[src/rtl/elevator_motion_ctrl_if.sv]
// rtl/elevator_motion_ctrl_if.sv - request, door handshake and status bundle of the car motion scheduler
//
// Purpose: groups the hall/cab request inputs, the door handshake and the
// car status outputs so the scheduler and its environment share one port.
//
// Signals:
//   hall_up[7:1]         up-call buttons, level (bit 7 has no meaning)
//   hall_down[7:1]       down-call buttons, level (bit 1 has no meaning)
//   cab_req[7:1]         in-car floor buttons, level
//   door_open            door state from the door controller, 1 = open
//   current_floor        floor 1..7, binary
//   current_direction    00 STOP, 01 UP, 10 DOWN
//   current_floor_button {pend_down[f], pend_up[f]} at the current floor
//   moving               high while travelling; holds the door controller in reset
//   door_open_req        one-cycle door open request
//   pend_up/down/cab     latched request registers
//
// Modports: master = scheduler side, slave = car / door environment side.
interface elevator_motion_ctrl_if;
  logic [7:1] hall_up;
  logic [7:1] hall_down;
  logic [7:1] cab_req;
  logic       door_open;
  logic [2:0] current_floor;
  logic [1:0] current_direction;
  logic [1:0] current_floor_button;
  logic       moving;
  logic       door_open_req;
  logic [7:1] pend_up;
  logic [7:1] pend_down;
  logic [7:1] pend_cab;

  modport master (
    input  hall_up, hall_down, cab_req, door_open,
    output current_floor, current_direction, current_floor_button,
           moving, door_open_req, pend_up, pend_down, pend_cab
  );

  modport slave (
    output hall_up, hall_down, cab_req, door_open,
    input  current_floor, current_direction, current_floor_button,
           moving, door_open_req, pend_up, pend_down, pend_cab
  );
endinterface

[src/rtl/elevator_motion_ctrl.sv]
// rtl/elevator_motion_ctrl.sv - SCAN (collective) motion scheduler for the 2-way 7-floor elevator
//
// Purpose: latches hall and cab calls, picks the travel direction, steps the
// car one floor per CLK_PER_FLOOR cycles, stops at serviceable floors and
// sequences the door through the open-request / open / closed handshake.
//
// Ports:
//   clk    system clock
//   reset  synchronous, active-high reset
//   estop  emergency stop, level (only with EMERGENCY_STOP_EN defined)
//   car    elevator_motion_ctrl_if.master: requests, door handshake, status
//
// Parameters:
//   CLK_PER_FLOOR  cycles to travel one floor (>= 2)
//   DOOR_TIMEOUT   cycles to wait for door_open before abandoning the stop (>= 2)
//
// Optional build macro: EMERGENCY_STOP_EN adds the estop input. With estop
// high the car finishes the floor it is travelling to, all requests are
// cleared and held clear, and direction is forced to STOP.
//
// Reset returns the position register to floor 1 regardless of where the car
// is; the system is only to be reset at floor 1 or while homed.
module elevator_motion_ctrl #(
  parameter int unsigned CLK_PER_FLOOR = 100000000,
  parameter int unsigned DOOR_TIMEOUT  = 1000000000
) (
  input  logic clk,
  input  logic reset,
`ifdef EMERGENCY_STOP_EN
  input  logic estop,
`endif
  elevator_motion_ctrl_if.master car
);

  localparam logic [1:0] DIR_STOP = 2'b00;
  localparam logic [1:0] DIR_UP   = 2'b01;
  localparam logic [1:0] DIR_DOWN = 2'b10;

  typedef enum logic [2:0] {
    ST_IDLE,
    ST_MOVE,
    ST_STOP,
    ST_DOOR_OPEN,
    ST_DOOR_CLOSE
  } state_t;

  state_t      r_state;
  logic [2:0]  r_floor;
  logic [1:0]  r_dir;
  logic [31:0] r_cnt;
  logic        r_moving;
  logic        r_door_req;
  logic [7:1]  r_pend_up;
  logic [7:1]  r_pend_down;
  logic [7:1]  r_pend_cab;

  logic        w_estop;
  logic [7:1]  w_in_up;
  logic [7:1]  w_in_down;
  logic [7:1]  w_any;
  logic [7:1]  w_fmask;
  logic [7:1]  w_nmask;
  logic [2:0]  w_next_floor;
  logic        w_above;
  logic        w_below;
  logic        w_cur_beyond;
  logic        w_next_beyond;
  logic        w_next_serve;
  logic        w_here_up;
  logic        w_here_down;
  logic        w_here_any;
  logic [7:1]  w_clr_up;
  logic [7:1]  w_clr_down;
  logic [7:1]  w_clr_cab;
  logic [7:1]  w_pend_up_nxt;
  logic [7:1]  w_pend_down_nxt;
  logic [7:1]  w_pend_cab_nxt;

`ifdef EMERGENCY_STOP_EN
  assign w_estop = estop;
`else
  assign w_estop = 1'b0;
`endif

  function automatic logic [7:1] floor_mask(input logic [2:0] f);
    logic [7:1] m;
    for (int i = 1; i <= 7; i++) m[i] = (3'(i) == f);
    return m;
  endfunction

  // Any request strictly beyond floor f in direction d; STOP has no "beyond".
  function automatic logic pend_beyond(input logic [7:1] any, input logic [2:0] f,
                                       input logic [1:0] d);
    logic hit;
    hit = 1'b0;
    for (int i = 1; i <= 7; i++) begin
      if ((d == DIR_UP && 3'(i) > f) || (d == DIR_DOWN && 3'(i) < f))
        hit = hit | any[i];
    end
    return hit;
  endfunction

  // No up call exists above floor 7 and no down call below floor 1.
  assign w_in_up   = car.hall_up   & 7'b0111111;
  assign w_in_down = car.hall_down & 7'b1111110;

  assign w_any   = r_pend_up | r_pend_down | r_pend_cab;
  assign w_fmask = floor_mask(r_floor);

  // The floor never wraps: travel is clamped at 1 and 7.
  always_comb begin
    w_next_floor = r_floor;
    if (r_dir == DIR_UP && r_floor != 3'd7)
      w_next_floor = r_floor + 3'd1;
    else if (r_dir == DIR_DOWN && r_floor != 3'd1)
      w_next_floor = r_floor - 3'd1;
  end

  assign w_nmask       = floor_mask(w_next_floor);
  assign w_above       = pend_beyond(w_any, r_floor, DIR_UP);
  assign w_below       = pend_beyond(w_any, r_floor, DIR_DOWN);
  assign w_cur_beyond  = pend_beyond(w_any, r_floor, r_dir);
  assign w_next_beyond = pend_beyond(w_any, w_next_floor, r_dir);
  assign w_next_serve  = |(w_nmask & r_pend_cab) |
                         ((r_dir == DIR_UP) ? |(w_nmask & r_pend_up) : |(w_nmask & r_pend_down));
  assign w_here_up     = |(w_fmask & r_pend_up);
  assign w_here_down   = |(w_fmask & r_pend_down);
  assign w_here_any    = |(w_fmask & w_any);

  // Clears only ever target the current floor, and only while stopped there;
  // at that floor the clear beats a held button so the door controller
  // (not the scheduler) handles re-presses.
  always_comb begin
    w_clr_up   = '0;
    w_clr_down = '0;
    w_clr_cab  = '0;
    if (r_state == ST_STOP) begin
      w_clr_cab = w_fmask;
      if (w_cur_beyond) begin
        if (r_dir == DIR_UP) w_clr_up   = w_fmask;
        else                 w_clr_down = w_fmask;
      end else begin
        // Turning around (or parking): the opposite hall call is answered too.
        w_clr_up   = w_fmask;
        w_clr_down = w_fmask;
      end
    end else if (r_state == ST_DOOR_OPEN || r_state == ST_DOOR_CLOSE) begin
      w_clr_cab = w_fmask;
      if (r_dir != DIR_DOWN) w_clr_up   = w_fmask;
      if (r_dir != DIR_UP)   w_clr_down = w_fmask;
    end
  end

  always_comb begin
    w_pend_up_nxt   = (r_pend_up   | w_in_up)     & ~w_clr_up;
    w_pend_down_nxt = (r_pend_down | w_in_down)   & ~w_clr_down;
    w_pend_cab_nxt  = (r_pend_cab  | car.cab_req) & ~w_clr_cab;
    if (w_estop) begin
      w_pend_up_nxt   = '0;
      w_pend_down_nxt = '0;
      w_pend_cab_nxt  = '0;
    end
  end

  always_ff @(posedge clk) begin
    if (reset) begin
      r_state     <= ST_IDLE;
      r_floor     <= 3'd1;
      r_dir       <= DIR_STOP;
      r_cnt       <= '0;
      r_moving    <= 1'b0;
      r_door_req  <= 1'b0;
      r_pend_up   <= '0;
      r_pend_down <= '0;
      r_pend_cab  <= '0;
    end else begin
      r_pend_up   <= w_pend_up_nxt;
      r_pend_down <= w_pend_down_nxt;
      r_pend_cab  <= w_pend_cab_nxt;
      r_door_req  <= 1'b0;

      case (r_state)
        ST_IDLE: begin
          r_moving <= 1'b0;
          if (w_estop) begin
            r_dir <= DIR_STOP;
          end else if (w_here_any) begin
            r_state    <= ST_STOP;
            r_door_req <= 1'b1;
            // A cab-only stop keeps a downward sweep going down.
            if (w_here_up)
              r_dir <= DIR_UP;
            else if (w_here_down || r_dir == DIR_DOWN)
              r_dir <= DIR_DOWN;
            else
              r_dir <= DIR_UP;
          end else if ((r_dir == DIR_DOWN && w_below) || w_above || w_below) begin
            // Keep sweeping down if already going down; otherwise UP wins.
            r_dir    <= ((r_dir == DIR_DOWN && w_below) || !w_above) ? DIR_DOWN : DIR_UP;
            r_state  <= ST_MOVE;
            r_moving <= 1'b1;
            r_cnt    <= 32'(CLK_PER_FLOOR - 1);
          end else begin
            r_dir <= DIR_STOP;
          end
        end

        ST_MOVE: begin
          if (r_cnt == '0) begin
            r_floor <= w_next_floor;
            if (w_estop || w_next_serve || !w_next_beyond) begin
              r_state    <= ST_STOP;
              r_moving   <= 1'b0;
              r_door_req <= 1'b1;
            end else begin
              r_cnt <= 32'(CLK_PER_FLOOR - 1);
            end
          end else begin
            r_cnt <= r_cnt - 32'd1;
          end
        end

        ST_STOP: begin
          r_state <= ST_DOOR_OPEN;
          r_cnt   <= '0;
          if (w_estop) begin
            r_dir <= DIR_STOP;
          end else if (!w_cur_beyond) begin
            // Nothing ahead: anything still pending lies behind, so reverse.
            if (r_dir == DIR_UP)
              r_dir <= w_below ? DIR_DOWN : DIR_STOP;
            else if (r_dir == DIR_DOWN)
              r_dir <= w_above ? DIR_UP : DIR_STOP;
            else
              r_dir <= DIR_STOP;
          end
        end

        ST_DOOR_OPEN: begin
          if (w_estop) r_dir <= DIR_STOP;
          if (car.door_open)
            r_state <= ST_DOOR_CLOSE;
          else if (r_cnt == 32'(DOOR_TIMEOUT - 1))
            r_state <= ST_IDLE;
          else
            r_cnt <= r_cnt + 32'd1;
        end

        ST_DOOR_CLOSE: begin
          if (w_estop) r_dir <= DIR_STOP;
          if (!car.door_open) r_state <= ST_IDLE;
        end

        default: r_state <= ST_IDLE;
      endcase
    end
  end

  assign car.current_floor        = r_floor;
  assign car.current_direction    = r_dir;
  assign car.current_floor_button = {w_here_down, w_here_up};
  assign car.moving               = r_moving;
  assign car.door_open_req        = r_door_req;
  assign car.pend_up              = r_pend_up;
  assign car.pend_down            = r_pend_down;
  assign car.pend_cab             = r_pend_cab;

endmodule

[src/flat_wrapper.sv]
// flat-port wrapper written by rule: the top's interface ports become plain ports
module elevator_motion_ctrl_flat 
#(
  parameter int unsigned CLK_PER_FLOOR = 100000000,
  parameter int unsigned DOOR_TIMEOUT  = 1000000000
)
  (clk, reset, car_hall_up, car_hall_down, car_cab_req, car_door_open, car_current_floor, car_current_direction, car_current_floor_button, car_moving, car_door_open_req, car_pend_up, car_pend_down, car_pend_cab);
  elevator_motion_ctrl_if car_i ();
  input  logic clk;
  input  logic reset;
  input wire logic [$bits(car_i.hall_up)-1:0] car_hall_up;
  input wire logic [$bits(car_i.hall_down)-1:0] car_hall_down;
  input wire logic [$bits(car_i.cab_req)-1:0] car_cab_req;
  input wire logic [$bits(car_i.door_open)-1:0] car_door_open;
  output wire logic [$bits(car_i.current_floor)-1:0] car_current_floor;
  output wire logic [$bits(car_i.current_direction)-1:0] car_current_direction;
  output wire logic [$bits(car_i.current_floor_button)-1:0] car_current_floor_button;
  output wire logic [$bits(car_i.moving)-1:0] car_moving;
  output wire logic [$bits(car_i.door_open_req)-1:0] car_door_open_req;
  output wire logic [$bits(car_i.pend_up)-1:0] car_pend_up;
  output wire logic [$bits(car_i.pend_down)-1:0] car_pend_down;
  output wire logic [$bits(car_i.pend_cab)-1:0] car_pend_cab;
  assign car_i.hall_up = car_hall_up;
  assign car_i.hall_down = car_hall_down;
  assign car_i.cab_req = car_cab_req;
  assign car_i.door_open = car_door_open;
  assign car_current_floor = car_i.current_floor;
  assign car_current_direction = car_i.current_direction;
  assign car_current_floor_button = car_i.current_floor_button;
  assign car_moving = car_i.moving;
  assign car_door_open_req = car_i.door_open_req;
  assign car_pend_up = car_i.pend_up;
  assign car_pend_down = car_i.pend_down;
  assign car_pend_cab = car_i.pend_cab;
  elevator_motion_ctrl #(.CLK_PER_FLOOR(CLK_PER_FLOOR), .DOOR_TIMEOUT(DOOR_TIMEOUT)) u_core (.clk(clk), .reset(reset), .car(car_i));
endmodule
[config.mk]
export PLATFORM = sky130hd
export DESIGN_NAME = elevator_motion_ctrl_flat
export DESIGN_NICKNAME = d
export VERILOG_FILES = /design/src/rtl/elevator_motion_ctrl_if.sv /design/src/rtl/elevator_motion_ctrl.sv /design/src/flat_wrapper.sv
export SDC_FILE = /design/constraint.sdc
export NUM_CORES = 1
export LEC_CHECK = 0
export CORE_ASPECT_RATIO = 1.25
export CORE_MARGIN = 4
export CORE_UTILIZATION = 53
export DETAILED_ROUTE_END_ITERATION = 12
export PLACE_DENSITY = 0.78
export SLEW_MARGIN = 20
export SYNTH_ARGS = -nofsm -noshare
export SYNTH_HDL_FRONTEND = slang
export SYNTH_SLANG_ARGS = --single-unit
[constraint.sdc]
create_clock -name clk -period 3.35 [get_ports clk]
set_input_delay 0.335 -clock clk [delete_from_list [all_inputs] [get_ports clk]]
set_output_delay 0.335 -clock clk [all_outputs]
set_load 0.02 [all_outputs]
==> results by group <==
Synth
  – Post-Synth Adder-Cell Area: 0.0218
  – Post-synthesis compound-gate area fraction: 0.351
  – Fraction of synthesized cell area in xor and xnor cells: 0.0150
  – Biggest area consumer among synthesized cells: dfxtp_1
  – Post-synthesis sequential area ratio: 0.244
  – Synth top area share: 0.244
  – Largest family of logic cells by synthesized area: compound AO/OA/AOI/OAI gates
  – Mapped Area: ~5200 sq um
  – Synthesis warning total: 0
  – Ys flop type: dfxtp_1
  – Post-synthesis cell type count: 86
  – EDFF count, synth: 0
  – Post-synthesis simple-gate area fraction: 0.280
  – Post-synth net total: 716
  – Asr flop ratio synth: 0
  – Syn Area/Cell: 7.56 sq um
  – Synth top area cells: dfxtp_1 24%, a21oi_1 5.7%, nand2_1 5.2%
  – Mapped Cells: slightly below 700
  – FF+latch count, synth: 63
  – Post-synthesis mux area share: 0.0259

Clocking
  – Hold-fix buffers, CTS: 0
  – CTS tree: yes
  – Clock sink count: 63
  – Clock Path Buffers: 2
  – CTS clk-pin slew, worst paths: about 60 ps
  – H-tree levels: 3
  – CTS Buf Count: 9
  – Worst-Skew Late Latency: 340 ps
  – Root buffer cell: clkbuf_16

Drt
  – WL final: 18,500 microns
  – DR WL/cell: 21.0 microns
  – Iter 0 DRT Violations: around 430
  – Vias: a little under 6,000
  – Post-DRT Antenna Nets: 0
  – Pre-antenna DRT Iters: 5
  – Via/cell ratio: ~6.7
  – # DRC: 0

Floorplanning
  – Core footprint: around 9600 sq um
  – Initial Util: 0.540
  – I/O Pins: 54
  – Die ar.: roughly 11,000 sq um
  – # rows: 40
  – Die Y: 118 microns
  – Die X: 96.3 microns

STA
  – Slew headroom: 0.534
  – Achievable frequency: roughly 0.32 GHz
  – RSZ-0062 raised after global routing: no
  – Final count of negative-setup-slack endpoints: 0
  – Setup TNS: 0 ps
  – Final worst path period share: 0.944
  – Post-layout min period: 3160 ps
  – Final max-slew violation count: 0
  – Clock Skews: between 5 and 6 ps
  – Worst-Margin Slew: approximately 700 ps
  – Final Hold Viols: 0

Final layout
  – Antenna diodes: 0
  – Final net count: just under 800
  – Layout cells sized above 1: 0.154
  – Area delta synth->final: 23.6%
  – Most common cell after layout, fill and taps aside: nand2_1
  – Most frequent cells in the layout: 72 x nand2_1, 65 x nor2_1, 61 x dfxtp_1
  – Finished Layout Cells: ~880
  – Filler cells: 825

Placement
  – Final GP Congestion: about 1
  – Post-DP HPWL: 13,500 microns
  – Placed Cells incl. Taps: 859
  – Port-buffer cells: 51

Hold path
  – Worst min path class: reg2reg

Critical path
  – CP Launch Type: flip-flop
  – Crit-path max cell delay: ~480 ps
  – Crit path required time: between 3000 and 4000 ps
  – CP Class: reg2reg
  – Critical path peak fanout: 9
  – Arrival time at the worst endpoint: ~3400 ps
  – Top delay family on crit path: compound AO/OA/AOI/OAI gates
  – Crit path buf inv count: 1
  – Critical Path Slowest Stage Cell: or3_1
  – Most used cell, CP: a221o_1
  – Worst path cell trace: or3_1 > or2_1 > a221o_1 > a221o_1 > o21ai_1 > a221o_1 > buf_4 > a21oi_1 > o21ai_0 > a32o_1
  – Kind of end point of the critical path: flip-flop

Outcome
  – Outcome: finished clean

Global routing
  – Largest net degree at the start of global routing: 56
  – First-pass GRT wire length: around 29,000 microns
  – Vias in the first global route: 5,764
  – Overall Global Routing Usage: 0.325
  – Antenna violations before repair: 0
  – Gr ovfl total: 0

Power and ir drop
  – PwrDens: between 700 and 800 nW/um^2
  – Power Total: about 5 mW
  – Leakage: between 2 and 2.5 nW
  – Peak VDD IR: 0.000534 V

Run
  – Max cap viols: 0
## state kept, by name, indices dropped and copies added (netlist names)
register,flops
u_core.car.moving,1
u_core.car.pend_cab,7
u_core.car.current_direction,2
u_core.r_state,3
u_core.car.door_open_req,1
u_core.car.pend_up,7
u_core.car.pend_down,7
u_core.r_cnt,32
u_core.car.current_floor,3
## kinds of logic (layout without fill, tap and decap cells)
kind of cell	after synthesis	after routing
compound gates	237	237
simple gates	284	284
fa+ha+maj	9	9
buf+inv	70	138
xor+xnor	8	8
flops	63	63
mux	12	12
## worst register-to-register path, stage by stage, from the launching register on
cell	delay, ps
dfxtp_1	310
or3_1	480
or2_1	270
a221o_1	340
a221o_1	400
o21ai_1	290
a221o_1	440
buf_4	250
a21oi_1	60
o21ai_0	80
a32o_1	180
## cell usage after synthesis (all sizes together), types with 3 or more instances
cell,count
o211ai,8
a22oi,5
o21ai,38
a222oi,4
and3,9
nand2,73
buf,18
dfxtp,63
nor3,26
o22ai,7
nor2b,9
a311oi,13
nor2,65
a21o,3
xnor2,4
a21oi,62
nor4,15
a32o,13
and2,7
nand3,21
a22o,3
inv,10
nand2b,5
a211o,4
a31oi,8
clkbuf,40
or3,18
o21a,3
a211oi,18
o31a,3
a221o,5
ha,9
mux2i,10
o311ai,3
xor2,4
o32ai,12
or2,5
nand4,12
nand3b,3
or4,6
o2bb2ai,4
o31ai,4
## metrics by stage
stage / util / area, sq um / hold WS (ps) / worst slack (ps)
after floorplan: - / 5170 / 451 / 25.5
after global placement: 0.632 / 6040 / 478 / 187
after detailed placement: 0.632 / 6040 / 497 / 85.9
after CTS: 0.666 / 6360 / 505 / 76.5
after global routing: 0.668 / 6390 / 560 / 15.3
final: 0.668 / 6390 / 497 / 188
## per-layer routing
layer	part of all wire	track usage	routed length, microns
met1	0.37	0.366	6800
met3	0.068	0.0426	1250
met4	0.049	0.190	899
met5	0	0	0
met2	0.51	0.567	9500
## power breakdown
group / switching, mW / internal [mW] / leakage (nW)
registers: 0.279 / 0.911 / 0.520
logic: 1.58 / 1.08 / 1.66
clock network: 0.386 / 0.661 / 0.161
total: 2.24 / 2.65 / 2.34
## area by class of cell
cell class                      instances  area, sq um  area share
Timing Repair Buffer                  110         1000       0.157
Sequential cell                        63         1260       0.198
Multi-Input combinational cell        550         3590       0.563
Inverter                               12         45.0     0.00705
Clock buffer                            9          225      0.0353
Tap cell                              126          158      0.0247
Clock inverter                          7          100      0.0157
## repair_timing
item | 4_1_cts | 5_1_grt
setup buffers | 0 | 2
setup endpoints to repair | 0 | 30
resized for setup | 0 | 4
## path summary, 6_finish.rpt
kind / from / to / slack [ps] / depth (start not counted)
setup / recovery: u_core.car.pend_down[4] / u_core.r_cnt[18] / 190 / 10
hold / removal: u_core.car.moving / u_core.car.moving / 500 / 2
setup reg to reg: u_core.car.pend_down[4] / u_core.r_cnt[18] / 190 / 10
hold reg to reg: u_core.car.moving / u_core.car.moving / 500 / 2
(Power assumes the default switching activity.)
